[config.mk]
export PLATFORM = sky130hd
export DESIGN_NAME = uart_recv
export DESIGN_NICKNAME = d
export VERILOG_FILES = /design/src/rtl/uart_recv.sv
export SDC_FILE = /design/constraint.sdc
export NUM_CORES = 1
export LEC_CHECK = 0
export ABC_AREA = 1
export CORE_ASPECT_RATIO = 0.9
export CORE_UTILIZATION = 60
export CTS_CLUSTER_DIAMETER = 40
export CTS_CLUSTER_SIZE = 8
export DETAILED_ROUTE_END_ITERATION = 16
export GPL_TIMING_DRIVEN = 1
export HOLD_SLACK_MARGIN = 0.02
export PLACE_DENSITY = 0.8
export SETUP_SLACK_MARGIN = 0.15
export SLEW_MARGIN = 20
export SYNTH_ARGS = -nofsm -noshare
export SYNTH_HDL_FRONTEND = slang
export SYNTH_SLANG_ARGS = --single-unit
[constraint.sdc]
create_clock -name sys_clk -period 2.3 [get_ports sys_clk]
set_input_delay 0.23 -clock sys_clk [delete_from_list [all_inputs] [get_ports sys_clk]]
set_output_delay 0.23 -clock sys_clk [all_outputs]
set_load 0.02 [all_outputs]
[src/rtl/uart_recv.sv]
// UART 8N1 receiver: synchronises uart_rxd, finds the start edge, samples each bit mid-way, strobes out one byte.
// Latency: uart_done rises 3 + 9*BPS_CNT + BPS_CNT/2 + 1 clocks after the uart_rxd falling edge.
// No backpressure: uart_done is a one-cycle strobe, and uart_data holds its value until the next strobe.
//
// Ports:
//   sys_clk        system clock
//   sys_rst_n      synchronous active-low reset
//   uart_rxd       serial input, idle high, asynchronous to sys_clk
//   uart_done      one-cycle pulse, uart_data holds a new byte
//   uart_data      last received byte
//   uart_rx_busy   high while a frame is being received
//   uart_frame_err one-cycle pulse on a bad stop bit (present only with UART_RX_FRAME_ERR_EN)
// Optional feature macro: UART_RX_FRAME_ERR_EN (stop-bit checking and the uart_frame_err port).

module uart_recv #(
    parameter int CLK_FREQ = 50_000_000,
    parameter int UART_BPS = 115200
) (
    input  logic       sys_clk,
    input  logic       sys_rst_n,
    input  logic       uart_rxd,
    output logic       uart_done,
    output logic [7:0] uart_data,
    output logic       uart_rx_busy
`ifdef UART_RX_FRAME_ERR_EN
    ,
    output logic       uart_frame_err
`endif
);

    localparam logic [15:0] BPS_CNT   = 16'(CLK_FREQ / UART_BPS);
    localparam logic [15:0] SAMPLE_PT = BPS_CNT / 16'd2;

    logic        r_rxd_d0;
    logic        r_rxd_d1;
    logic        r_rxd_d2;
    logic        r_rx_flag;
    logic [15:0] r_clk_cnt;
    logic [3:0]  r_rx_cnt;
    logic [7:0]  r_rx_data;
    logic        r_uart_done;
    logic [7:0]  r_uart_data;
`ifdef UART_RX_FRAME_ERR_EN
    logic        r_frame_err;
`endif

    logic        w_start_flag;
    logic        w_sample;
    logic [2:0]  w_bit_idx;

    // Falling edge on the synchronised line while idle. Edges during a frame are ignored.
    assign w_start_flag = r_rxd_d2 & ~r_rxd_d1 & ~r_rx_flag;
    assign w_sample     = (r_clk_cnt == SAMPLE_PT);
    // Data bits arrive with rx_cnt 1..8. The low 3 bits minus one map them onto 0..7 (8 wraps to 7).
    assign w_bit_idx    = r_rx_cnt[2:0] - 3'd1;

    always_ff @(posedge sys_clk) begin
        if (!sys_rst_n) begin
            r_rxd_d0    <= 1'b1;
            r_rxd_d1    <= 1'b1;
            r_rxd_d2    <= 1'b1;
            r_rx_flag   <= 1'b0;
            r_clk_cnt   <= 16'd0;
            r_rx_cnt    <= 4'd0;
            r_rx_data   <= 8'h00;
            r_uart_done <= 1'b0;
            r_uart_data <= 8'h00;
`ifdef UART_RX_FRAME_ERR_EN
            r_frame_err <= 1'b0;
`endif
        end else begin
            r_rxd_d0    <= uart_rxd;
            r_rxd_d1    <= r_rxd_d0;
            r_rxd_d2    <= r_rxd_d1;
            r_uart_done <= 1'b0;
`ifdef UART_RX_FRAME_ERR_EN
            r_frame_err <= 1'b0;
`endif
            if (w_start_flag) begin
                r_rx_flag <= 1'b1;
                r_clk_cnt <= 16'd0;
                r_rx_cnt  <= 4'd0;
            end else if (r_rx_flag) begin
                if (w_sample && (r_rx_cnt == 4'd0) && r_rxd_d1) begin
                    // Start bit went high again by mid-bit: a glitch, so drop back to idle quietly.
                    r_rx_flag <= 1'b0;
                    r_clk_cnt <= 16'd0;
                    r_rx_cnt  <= 4'd0;
                end else if (w_sample && (r_rx_cnt == 4'd9)) begin
                    // End the frame at mid-stop-bit so the next start edge can be seen even with no idle gap.
                    r_rx_flag <= 1'b0;
                    r_clk_cnt <= 16'd0;
                    r_rx_cnt  <= 4'd0;
`ifdef UART_RX_FRAME_ERR_EN
                    if (r_rxd_d1) begin
                        r_uart_done <= 1'b1;
                        r_uart_data <= r_rx_data;
                    end else begin
                        r_frame_err <= 1'b1;
                    end
`else
                    r_uart_done <= 1'b1;
                    r_uart_data <= r_rx_data;
`endif
                end else begin
                    if (w_sample && (r_rx_cnt != 4'd0)) begin
                        r_rx_data[w_bit_idx] <= r_rxd_d1;
                    end
                    if (r_clk_cnt == BPS_CNT - 16'd1) begin
                        r_clk_cnt <= 16'd0;
                        r_rx_cnt  <= r_rx_cnt + 4'd1;
                    end else begin
                        r_clk_cnt <= r_clk_cnt + 16'd1;
                    end
                end
            end
        end
    end

    assign uart_done    = r_uart_done;
    assign uart_data    = r_uart_data;
    assign uart_rx_busy = r_rx_flag;
`ifdef UART_RX_FRAME_ERR_EN
    assign uart_frame_err = r_frame_err;
`endif

endmodule

==> results.json <==
{
  "grt_max_degree": 19,
  "cts_buffers": 5,
  "drv_slew": 0,
  "grtUsageTotal_pct": 25.07,
  "synthFlopType": "dfxtp_1",
  "nets": 307,
  "overflow": 0,
  "setup_viol": 0,
  "synth_cells": 285,
  "post-place-ws_ns": 0.2767,
  "place_area_sq_um": 2206,
  "via_per_inst": 5.223,
  "dp.cells": 333,
  "die_h_um": 57.95,
  "ys_ff_latch": 41,
  "diodes": 0,
  "start_kind": "flop",
  "powerDensity_nw_per_um2": 583.6,
  "rows": 19,
  "grt_pass1_wl_um": 6969,
  "grt_pass1_vias": 1573,
  "slew_headroom_pct": 57.78,
  "fin_hold_ws_ns": 0.4175,
  "clock_path_buffers": 2,
  "synth_edf_count": 0,
  "initial_core_util_pct": 65.51,
  "clk_pin_slew_ns": 0.07,
  "synth_fp_nets": 294,
  "finalWirelength_um": 4098,
  "critPathKind": "reg2reg",
  "area_growth_pct": 11.51,
  "syn_area_sq_um": 2087,
  "dieArea_sq_um": 3718,
  "worst_ep_required_time_ns": 2.52,
  "crit_arrival_ns": 2.16,
  "hpwl_um": 2927,
  "ir_drop_uv": 534.7,
  "maxCapViolCount": 0,
  "status": "finished, final reports clean",
  "drc": 0,
  "drt_iter0_drc": 136,
  "fin_ws_ns": 0.3624,
  "coreArea_sq_um": 3186,
  "io_buffers": 12,
  "final_area_sq_um": 2327,
  "netlist-cell-type-count": 36,
  "ys_seq_area_share_pct": 39.33,
  "fin_setup_tns_ns": 0,
  "wl_per_cell_um": 12.02,
  "dr.pass1.iters": 4,
  "yosys_warnings": 0,
  "io_pins": 13,
  "htree_num_levels": 2,
  "layout_min_cycle_time_ns": 1.938,
  "die_x_um": 64.17,
  "clockRootBuffer": "clkbuf_8",
  "fin_crit_sh_pct": 84.24,
  "synth-async-reset-ratio_pct": 0,
  "gp_congestion": 0.8946,
  "num_vias": 1781,
  "postCtsSetupBuffers": 0,
  "antenna_left": 0,
  "clk_latency_ns": 0.30,
  "min_path_type": "reg2reg",
  "clock_skew_ns": 0.009911,
  "fmax_mhz": 516.1,
  "worstPathMaxFanout": 12,
  "power_leakage_nw": 0.9559,
  "syn_area_per_cell_sq_um": 7.323,
  "rsz0062_at_grt": "no",
  "tightest_slew_ns": 0.6313,
  "stdcell_count": 341,
  "cts_tree": "done",
  "antenna_found_initial": 0,
  "clock_sinks": 41,
  "end_kind": "flop",
  "final_util_pct": 73.06,
  "hold_viol_final": 0,
  "p_total_mw": 1.358,
  "drive_gt1_share_pct": 11.37
}
-- layout by cell type, fill, tap and decap left out, types with 3 or more instances in the layout --
master,instances
dfxtp_1,41
nor2_2,3
nand3_1,11
buf_4,3
ha_1,6
inv_1,28
nand2_1,56
a21oi_1,13
nor2_1,51
nand2_2,3
nand4_1,13
o21ai_0,9
xor2_1,7
clkdlybuf4s50_1,12
clkbuf_8,6
nor2_4,3
nor3_1,6
-- repair_timing --
item                       in CTS  in global routing
setup endpoints to repair       0                 11
hold buffers                    0                  0
resized for setup               0                  1
hold endpoints to repair        0                  0
-- per-layer routing --
metal	up-vias	share of wire (%)	routed length (um)	GRT usage [%]
li1	935	-	-	-
met4	0	2.0	80	9.524
met2	47	42	1725	37.08
met1	791	50	2062	34.41
met5	-	0	0	0
met3	8	5.6	229	7.874
-- cell type report --
class	count	area [sq um]
clock buffers	7	86.33
clock inverters	1	30.03
fillers	257	858.3
inverters	32	121.4
multi-input cells	203	1074
flip-flops and latches	41	820.8
well taps	42	52.55
repair buffers	15	142.6
-- critical path: stages (launching register included) --
cell,delay [ns]
dfxtp_1,0.48
inv_1,0.20
ha_1,0.25
nand3_1,0.08
nand2_1,0.07
nand3_2,0.19
nand2_1,0.13
nand2_1,0.13
nand2_2,0.16
nor3b_2,0.17
-- cell families after synthesis --
| group | Yosys count | share of synthesized area [%] |
|---|---|---|
| simple gates | 158 | 35.55 |
| buf+inv | 41 | 9.471 |
| flops | 41 | 39.33 |
| compound gates | 30 | 8.273 |
| xor+xnor | 9 | 3.777 |
| fa+ha+maj | 6 | 3.597 |
-- cells in the mapped netlist (3+ instances only) --
library cell  number  area share (%)
inv_1             28             5.0
nand3_1           12             2.9
nand2_1           56              10
nor2_2             3            0.90
ha_1               6             3.6
nor2_4             3             1.6
nor2_1            51             9.2
a21oi_1           13             3.1
buf_6              3             1.6
o21ai_0            9             2.2
xor2_1             7             2.9
dfxtp_1           41              39
nand4_1           13             3.9
nor3_1             6             1.4
nand2_2            3            0.90
-- flip-flops by register name (all words and copies together), names as in the netlist, 4 cells and up --
register	cells
r_rx_cnt	4
uart_data	8
r_clk_cnt	16
r_rx_data	8
-- final timing paths --
kind	startpoint	end	slack [ns]	cells past startpoint
worst max-delay path	r_rx_cnt[0]$_SDFFE_PP0P_	r_clk_cnt[5]$_SDFFE_PP0P_	0.36	9
worst min-delay path	r_rxd_d0$_SDFF_PN1_	r_rxd_d1$_SDFF_PN1_	0.42	1
worst max register to register	r_rx_cnt[0]$_SDFFE_PP0P_	r_clk_cnt[5]$_SDFFE_PP0P_	0.36	9
worst min register to register	r_rxd_d0$_SDFF_PN1_	r_rxd_d1$_SDFF_PN1_	0.42	1
-- power breakdown --
part | switching, mW | internal [mW]
Clock | 0.238 | 0.354
Sequential | 0.00480 | 0.714
Combinational | 0.0326 | 0.0153
Power figures use the tool's default switching activity.
